===== src/rtl/rr_arb_mux.sv =====
// rr_arb_mux
//   Registered N:1 arbitrating multiplexer. Each cycle in which the output
//   register can load, one requesting input channel is selected (round-robin
//   or fixed priority). Its word and its channel index are captured in the
//   output register. Valid/ready handshakes on every input and on the output.
//
// Parameters
//   N      number of input channels (2..64)
//   WIDTH  data bits per channel (>= 1)
//   MODE   0 = round-robin starting at ptr, 1 = fixed priority (lowest index)
//   SW     channel index width, derived from N
//
// Ports
//   clk        system clock, rising edge
//   rst_n      asynchronous active-low reset
//   in_valid   [N]        channel i presents a word
//   in_data    [N*WIDTH]  channel i word at [i*WIDTH +: WIDTH]
//   in_ready   [N]        channel i word accepted this cycle (one-hot or zero)
//   out_valid             output register holds a word
//   out_data   [WIDTH]    registered selected word
//   out_sel    [SW]       channel that supplied out_data
//   out_ready             consumer takes out_data this cycle
module rr_arb_mux #(
  parameter  int N     = 4,
  parameter  int WIDTH = 8,
  parameter  int MODE  = 0,
  localparam int SW    = $clog2(N)
) (
  input  logic                 clk,
  input  logic                 rst_n,
  input  logic [N-1:0]         in_valid,
  input  logic [N*WIDTH-1:0]   in_data,
  output logic [N-1:0]         in_ready,
  output logic                 out_valid,
  output logic [WIDTH-1:0]     out_data,
  output logic [SW-1:0]        out_sel,
  input  logic                 out_ready
);

  logic [WIDTH-1:0] chan_data [N];
  logic [SW-1:0]    ptr;
  logic [SW-1:0]    base;
  logic [SW:0]      sum;
  logic [SW-1:0]    win;
  logic             found;
  logic             load;
  logic [N-1:0]     grant;
  logic [SW-1:0]    ptr_next;

  logic             vld_p1;
  logic [WIDTH-1:0] data_p1;
  logic [SW-1:0]    sel_p1;

  for (genvar g = 0; g < N; g++) begin : g_unpack
    assign chan_data[g] = in_data[g*WIDTH +: WIDTH];
  end

  // The output register may take a new word when it is empty or being drained.
  assign load = !vld_p1 || out_ready;

  // Search order starts at base and wraps modulo N. The sum carries one extra
  // bit so the wrap subtraction works for non-power-of-2 N and every candidate
  // index stays below N. Only in_valid and ptr feed this, never in_data.
  always_comb begin
    base  = (MODE == 1) ? '0 : ptr;
    sum   = '0;
    found = 1'b0;
    win   = '0;
    for (int k = 0; k < N; k++) begin
      sum = {1'b0, base} + (SW+1)'(k);
      if (sum >= (SW+1)'(N)) sum = sum - (SW+1)'(N);
      if (!found && in_valid[sum[SW-1:0]]) begin
        found = 1'b1;
        win   = sum[SW-1:0];
      end
    end
  end

  always_comb begin
    grant = '0;
    if (rst_n && load && found) grant[win] = 1'b1;
  end

  assign in_ready = grant;

  // Wrap explicitly at N-1 so ptr never reaches N for non-power-of-2 N.
  assign ptr_next = (win == SW'(N-1)) ? '0 : win + 1'b1;

  // Stage p0 -> p1: selected word and index captured in the output register
  always_ff @(posedge clk or negedge rst_n) begin
    if (!rst_n) begin
      vld_p1  <= 1'b0;
      data_p1 <= '0;
      sel_p1  <= '0;
      ptr     <= '0;
    end else if (load) begin
      if (found) begin
        vld_p1  <= 1'b1;
        data_p1 <= chan_data[win];
        sel_p1  <= win;
        if (MODE == 0) ptr <= ptr_next;
        else           ptr <= '0;
      end else begin
        vld_p1 <= 1'b0;
      end
    end
  end

  assign out_valid = vld_p1;
  assign out_data  = data_p1;
  assign out_sel   = sel_p1;

endmodule

===== config.mk =====
export PLATFORM = sky130hd
export DESIGN_NAME = rr_arb_mux
export DESIGN_NICKNAME = d
export VERILOG_FILES = /design/src/rtl/rr_arb_mux.sv
export SDC_FILE = /design/constraint.sdc
export NUM_CORES = 1
export LEC_CHECK = 0
export ABC_CLOCK_PERIOD_IN_PS = 1400
export CAP_MARGIN = 20
export CORE_MARGIN = 4
export CORE_UTILIZATION = 32
export CTS_CLUSTER_DIAMETER = 80
export DETAILED_ROUTE_END_ITERATION = 8
export MAX_ROUTING_LAYER = met4
export PLACE_DENSITY = 0.81
export SLEW_MARGIN = 20
export SYNTH_ARGS = -nofsm -noshare
export SYNTH_HDL_FRONTEND = slang
export SYNTH_SLANG_ARGS = --single-unit

===== constraint.sdc =====
create_clock -name clk -period 1.4 [get_ports clk]
set_input_delay 0.28 -clock clk [delete_from_list [all_inputs] [get_ports clk]]
set_output_delay 0.28 -clock clk [all_outputs]
set_load 0.02 [all_outputs]

==> impl_metrics.csv, run 1 <==
group,metric,value,unit
setup_path,crit_type,"flop to output port",
synth,avgSynthCellArea,10.0,sq um
routing,vias,937,
routing,drt-initial-drc-count,29,
timing,finClkSkew,0.00377,ns
timing,hold_viol_final,0,
setup_path,critical_path_arrival,1.56,ns
synth,synth-seq-cells,13,
cells_and_area,final_common_cell,"clkdlybuf4s50_1",
pwr,ir_drop,0.890,mV
job,maxCapViolations,0,
timing,worstMarginPinSlew,0.242,ns
global_route,track_usage,16.2,%
timing,worst_slack,-0.442,ns
pwr,p_leak,0.762,nW
setup_path,crit_path_end_kind,"output port",
floorplan,fp.dieW,58.7,microns
clock_tree,root_buffer,"clkbuf_4",
synth,syn_area,823,sq um
synth,synth_top_area_cell,"dfrtp_1",
clock_tree,cts_inserted_buffers,3,
timing,fin_crit_sh,132,%
placed_design,dp.final_hpwl,2.08,mm
cells_and_area,num_antenna_cells,0,
synth,syn_nets,121,
cells_and_area,fillers,208,
synth,ys_seq_area_share,39.5,%
timing,setup-violations-final,15,
worst_hold_path,min_path_type,"input port to async pin",
global_route,grt_pass1_vias,986,
global_route,grt_max_degree,19,
timing,rsz0062_at_grt,"true",
floorplan,start_util,33.5,%
pwr,seqPwrFrac,28.0,%
routing,dr.pass1.iters,4,
cells_and_area,layout-drive-gt1-share,29.7,%
placed_design,globalplace.congestion,0.861,
run_status,violations,"negative setup slack",
floorplan,die-area,0.00345,sq mm
cells_and_area,ff_latch_area,325,sq um
clock_tree,clock_sinks,13,
timing,max-slew-margin-rel,83.9,%
run_status,status,"complete, but fails checks",
pwr,swShare,39.8,%
synth,ys_warn_count,0,
routing,ant_nets,0,
clock_tree,postCtsHoldBufs,0,
clock_tree,clk_pin_slew,0.08,ns
timing,min_period,1.84,ns
clock_tree,cts_tree,"built",
synth,synthCells,82,
setup_path,worstPathRequired,1.12,ns
clock_tree,clock_path_buffers,2,
routing,wl,2.52,mm
clock_tree,insertion_delay,0.27,ns
cells_and_area,fin_nets,198,
cells_and_area,multi_input_area,552,sq um
synth,synth_cell_types,25,
routing,drcViolationCount,0,
cells_and_area,post-route-util,67.0,%
global_route,grt_pass1_wl,4.13,mm
setup_path,cp-start-kind,"flop",
timing,holdWs,0.390,ns
timing,finalMaxSlewViolations,0,
timing,fmax,0.543,GHz
floorplan,rows,18,
synth,ys_top_cells_by_area,"dfrtp_1 40%, mux2i_1 19%, o221ai_1 8.5%",
pwr,pwr-share-clk,11.1,%
global_route,overflow,0,
setup_path,path_max_fanout,4,
cells_and_area,mostFrequentLayoutCells,"34 x clkdlybuf4s50_1, 19 x buf_4, 16 x mux2i_1",
pwr,net-switching-power,0.837,mW
synth,synth_top_area_share,39.5,%
global_route,antenna_found_initial,0,
floorplan,ios,54,
placed_design,portBuffers,53,
pwr,p_int,1.26,mW
floorplan,die_h,58.7,microns
floorplan,core_area,0.00245,sq mm
cells_and_area,syn2layout_area_growth,99.8,%
clock_tree,cts_max_level,1,
pwr,power_density,1280,mW/mm^2
routing,wl_per_cell,13.4,microns
routing,viasPerCell,4.98,
pwr,share_comb_of_total_power,60.8,%
==> worst max-delay path: stages (launching register included) <==
cell and delay, ns:
dfrtp_1 0.41, a21oi_2 0.09, o32a_1 0.43, buf_4 0.17, nor2_4 0.07, buf_6 0.12
==> routing by layer <==
layer / vias to the layer above / wire [microns] / global-route usage, %
met5: - / 0 / -
met4: 0 / 38 / 6.80
met3: 4 / 236 / 4.17
met2: 44 / 1240 / 28.1
met1: 432 / 1000 / 17.4
li1: 457 / - / -
==> logic make-up after synthesis <==
logic type	Yosys count	synth area share (%)
simple gates	27	15.7
compound gates	20	20.1
mux	16	19.5
flops	13	39.5
buf+inv	5	4.25
xor+xnor	1	1.06
==> power by group through the flow <==
stage | logic, mW | registers, mW | clock network [mW]
finish | 1.28 | 0.589 | 0.234
CTS | 1.28 | 0.589 | 0.243
floorplan | 0.566 | 0.736 | 0
detailed placement | 1.31 | 0.596 | 0
global route | 1.37 | 0.608 | 0.258
global placement | 1.29 | 0.593 | 0
==> final timing paths <==
path                                           end                    from  depth (start not counted)  slack [ns]
max reg2reg                out_data[5]$_DFFE_PN0P_     base[0]$_DFFE_PN0P_                          7       -0.26
max                                    in_ready[0]     base[1]$_DFFE_PN0P_                          5       -0.44
max in group asynchronous  out_data[7]$_DFFE_PN0P_                   rst_n                          2        0.86
min reg2reg                 out_sel[1]$_DFFE_PN0P_  out_sel[1]$_DFFE_PN0P_                          2        0.48
min in group clk            out_sel[1]$_DFFE_PN0P_  out_sel[1]$_DFFE_PN0P_                          2        0.48
min                         out_sel[0]$_DFFE_PN0P_                   rst_n                          2        0.39
==> area by class of cell <==
type / instances / share of cell area (%)
Timing Repair Buffer: 75 / 42.4
Clock buffer: 4 / 1.60
Inverter: 2 / 0.456
Tap cell: 30 / 2.28
Sequential cell: 13 / 19.8
Multi-Input combinational cell: 64 / 33.5
==> through the flow <==
| stage | instance area [sq um] | worst slack [ns] | cells | setup TNS [ns] | total power [mW] |
|---|---|---|---|---|---|
| global route | 1650 | -0.510 | 188 | -5.06 | 2.24 |
| global placement | 1600 | -1.13 | 183 | -12.12 | 1.88 |
| finish | 1650 | -0.442 | 188 | -3.70 | 2.10 |
| floorplan | 891 | -0.121 | 82 | -1.04 | 1.30 |
| CTS | 1640 | -0.455 | 188 | -3.92 | 2.11 |
| detailed placement | 1600 | -1.20 | 183 | -12.85 | 1.91 |
==> sequential cells by signal, summed over array words and instances, names as in the netlist <==
name,count
out_data,8
base,2
out_sel,2
out_valid,1
==> synth_stat cells <==
cell / n
mux2i_1: 16
nand2_1: 15
dfrtp_1: 13
o221ai_1: 8
a21oi_1: 3
nor2_1: 3
a21o_1: 2
buf_6: 2
inv_1: 2
nor3_1: 2
o21ai_1: 2
a21boi_0: 1
a21oi_2: 1
and2b_1: 1
buf_2: 1
nand2_2: 1
nand2b_4: 1
nand3_1: 1
nor2b_1: 1
nor4_1: 1
o211ai_2: 1
o32a_1: 1
o32ai_2: 1
or2_2: 1
xnor2_1: 1
==> what timing repair did <==
item                                    in CTS  in global routing
gates resized for setup                     45                  5
pin swaps                                    2                  0
buffers inserted                             1                  0
endpoints found under the setup margin      27                 16
(Power assumes the default switching activity.)
==> inputs of run 2 (changes only) <==
ABC_CLOCK_PERIOD_IN_PS = default   (was 1400)
CTS_CLUSTER_SIZE = 30   (was default)
SKIP_LAST_GASP = 1   (was default)
==> impl_metrics.csv, run 2 (synthesis gave the netlist of run 1 again) <==
group,metric,value,unit
routing,viasPerCell,4.96,
global_route,overflow,0,
routing,dr.pass1.iters,4,
setup_path,reg2reg_depth,7,
routing,wl,2.58,mm
floorplan,ios,54,
setup_path,r2r_slack,-0.27,ns
floorplan,core_area,0.00245,sq mm
timing,finalMaxSlewViolations,0,
cells_and_area,multi_input_area,548,sq um
clock_tree,clock_sinks,13,
floorplan,die_h,58.7,microns
job,maxCapViolations,0,
clock_tree,insertion_delay,0.27,ns
cells_and_area,fin_nets,198,
timing,max-slew-margin-rel,84.3,%
timing,worst_slack,-0.453,ns
routing,drt-initial-drc-count,40,
clock_tree,clk_pin_slew,0.08,ns
setup_path,r2r_end,"out_data[5]$_DFFE_PN0P_",
pwr,p_leak,0.766,nW
timing,hold_viol_final,0,
cells_and_area,largest_reg_flops,8,
timing,rsz0062_at_grt,"true",
run_status,status,"complete, but fails checks",
global_route,grt_pass1_vias,991,
pwr,p_total,2.10,mW
setup_path,critical_path_arrival,1.57,ns
routing,ant_nets,0,
timing,fmax,0.540,GHz
clock_tree,cts_max_level,1,
global_route,grt_pass1_wl,4.15,mm
timing,finClkSkew,0.00312,ns
cells_and_area,layout-drive-gt1-share,29.1,%
setup_path,worstPathRequired,1.12,ns
floorplan,rows,18,
setup_path,cp-start-kind,"flop",
routing,vias,933,
global_route,track_usage,16.3,%
floorplan,fp.dieW,58.7,microns
setup_path,cp_slowest_cell,"dfrtp_1",
floorplan,start_util,33.5,%
pwr,power_density,1270,mW/mm^2
floorplan,die-area,0.00345,sq mm
cells_and_area,fillers,208,
timing,holdWs,0.387,ns
routing,wl_per_cell,13.7,microns
setup_path,rr_startpoint,"base[0]$_DFFE_PN0P_",
clock_tree,clock_path_buffers,2,
placed_design,globalplace.congestion,0.861,
cells_and_area,syn2layout_area_growth,100,%
setup_path,crit_type,"flop to output port",
clock_tree,cts_tree,"built",
worst_hold_path,min_path_type,"input port to async pin",
cells_and_area,ff_latch_area,325,sq um
setup_path,crit_path_end_kind,"output port",
timing,min_period,1.85,ns
setup_path,crit_path_cell_trace,"and2b_1 > o21ai_1 > o211ai_2 > buf_4 > nor3_4 > buf_6",
placed_design,dp.final_hpwl,2.08,mm
pwr,ir_drop,0.828,mV
clock_tree,root_buffer,"clkbuf_4",
timing,setup-violations-final,15,
setup_path,path_max_fanout,3,
cells_and_area,mostFrequentLayoutCells,"34 x clkdlybuf4s50_1, 19 x buf_4, 16 x mux2i_1",
cells_and_area,final_common_cell,"clkdlybuf4s50_1",
global_route,antenna_found_initial,0,
timing,fin_crit_sh,132,%
global_route,grt_max_degree,19,
placed_design,portBuffers,53,
setup_path,critPathMaxStageDelay,0.35,ns
clock_tree,cts_inserted_buffers,3,
timing,worstMarginPinSlew,0.237,ns
cells_and_area,num_antenna_cells,0,
routing,drcViolationCount,0,
run_status,violations,"negative setup slack",
==> run 2: through the flow <==
step                setup WS [ns]  TNS (ns)  cells  util, %  area, sq um
floorplan                  -0.121     -1.04     82        -          891
global placement            -1.13    -12.12    183     65.2         1600
detailed placement          -1.20    -12.85    183     65.2         1600
CTS                        -0.455     -3.93    188     66.3         1630
global route               -0.525     -5.18    188     67.1         1650
finish                     -0.453     -3.87    188     67.1         1650
==> run 2: worst max-delay path: cells and delay by family, from the launching register on <==
kind / cells / cell delay (ns)
AOI/OAI and AO/OA: 2 / 0.27
buffers and inverters: 2 / 0.31
DFF: 1 / 0.35
and+or+nand+nor: 2 / 0.38
==> run 2: power breakdown <==
group	internal, mW	total, mW	switching, mW
clock network	0.110	0.234	0.123
registers	0.508	0.590	0.0818
logic	0.644	1.28	0.632
total	1.26	2.10	0.837
==> run 2: repair_timing <==
item	in CTS	in global routing
hold endpoints to repair	0	0
pin swaps	2	0
cloned	0	0
setup buffers	1	0
endpoints found under the setup margin	27	16
hold buffers	0	0
resized for setup	43	5
==> run 2: how the worst max path moves through the flow <==
stage,from,endpoint,cells after the start
finish,base[0]$_DFFE_PN0P_,in_ready[1],6
global route,base[0]$_DFFE_PN0P_,in_ready[1],6
CTS,base[1]$_DFFE_PN0P_,in_ready[0],5
detailed placement,in_valid[2],in_ready[3],8
global placement,in_valid[2],in_ready[3],8
floorplan,base[0]$_DFFE_PN0P_,in_ready[0],6
==> run 2: routing by layer <==
layer	vias up	part of all wire, %	global-route usage [%]
li1	457	-	-
met1	431	42	17.4
met2	40	48	28.4
met3	5	8.1	4.17
met4	0	1.9	6.80
met5	-	0	-
==> run 2: area by class of cell <==
| class | instances | area share [%] |
|---|---|---|
| tap | 30 | 2.28 |
| sequential | 13 | 19.7 |
| timing repair buffer | 75 | 42.7 |
| multi-input combinational | 64 | 33.3 |
| inverter | 2 | 0.456 |
| clock buffer | 4 | 1.59 |
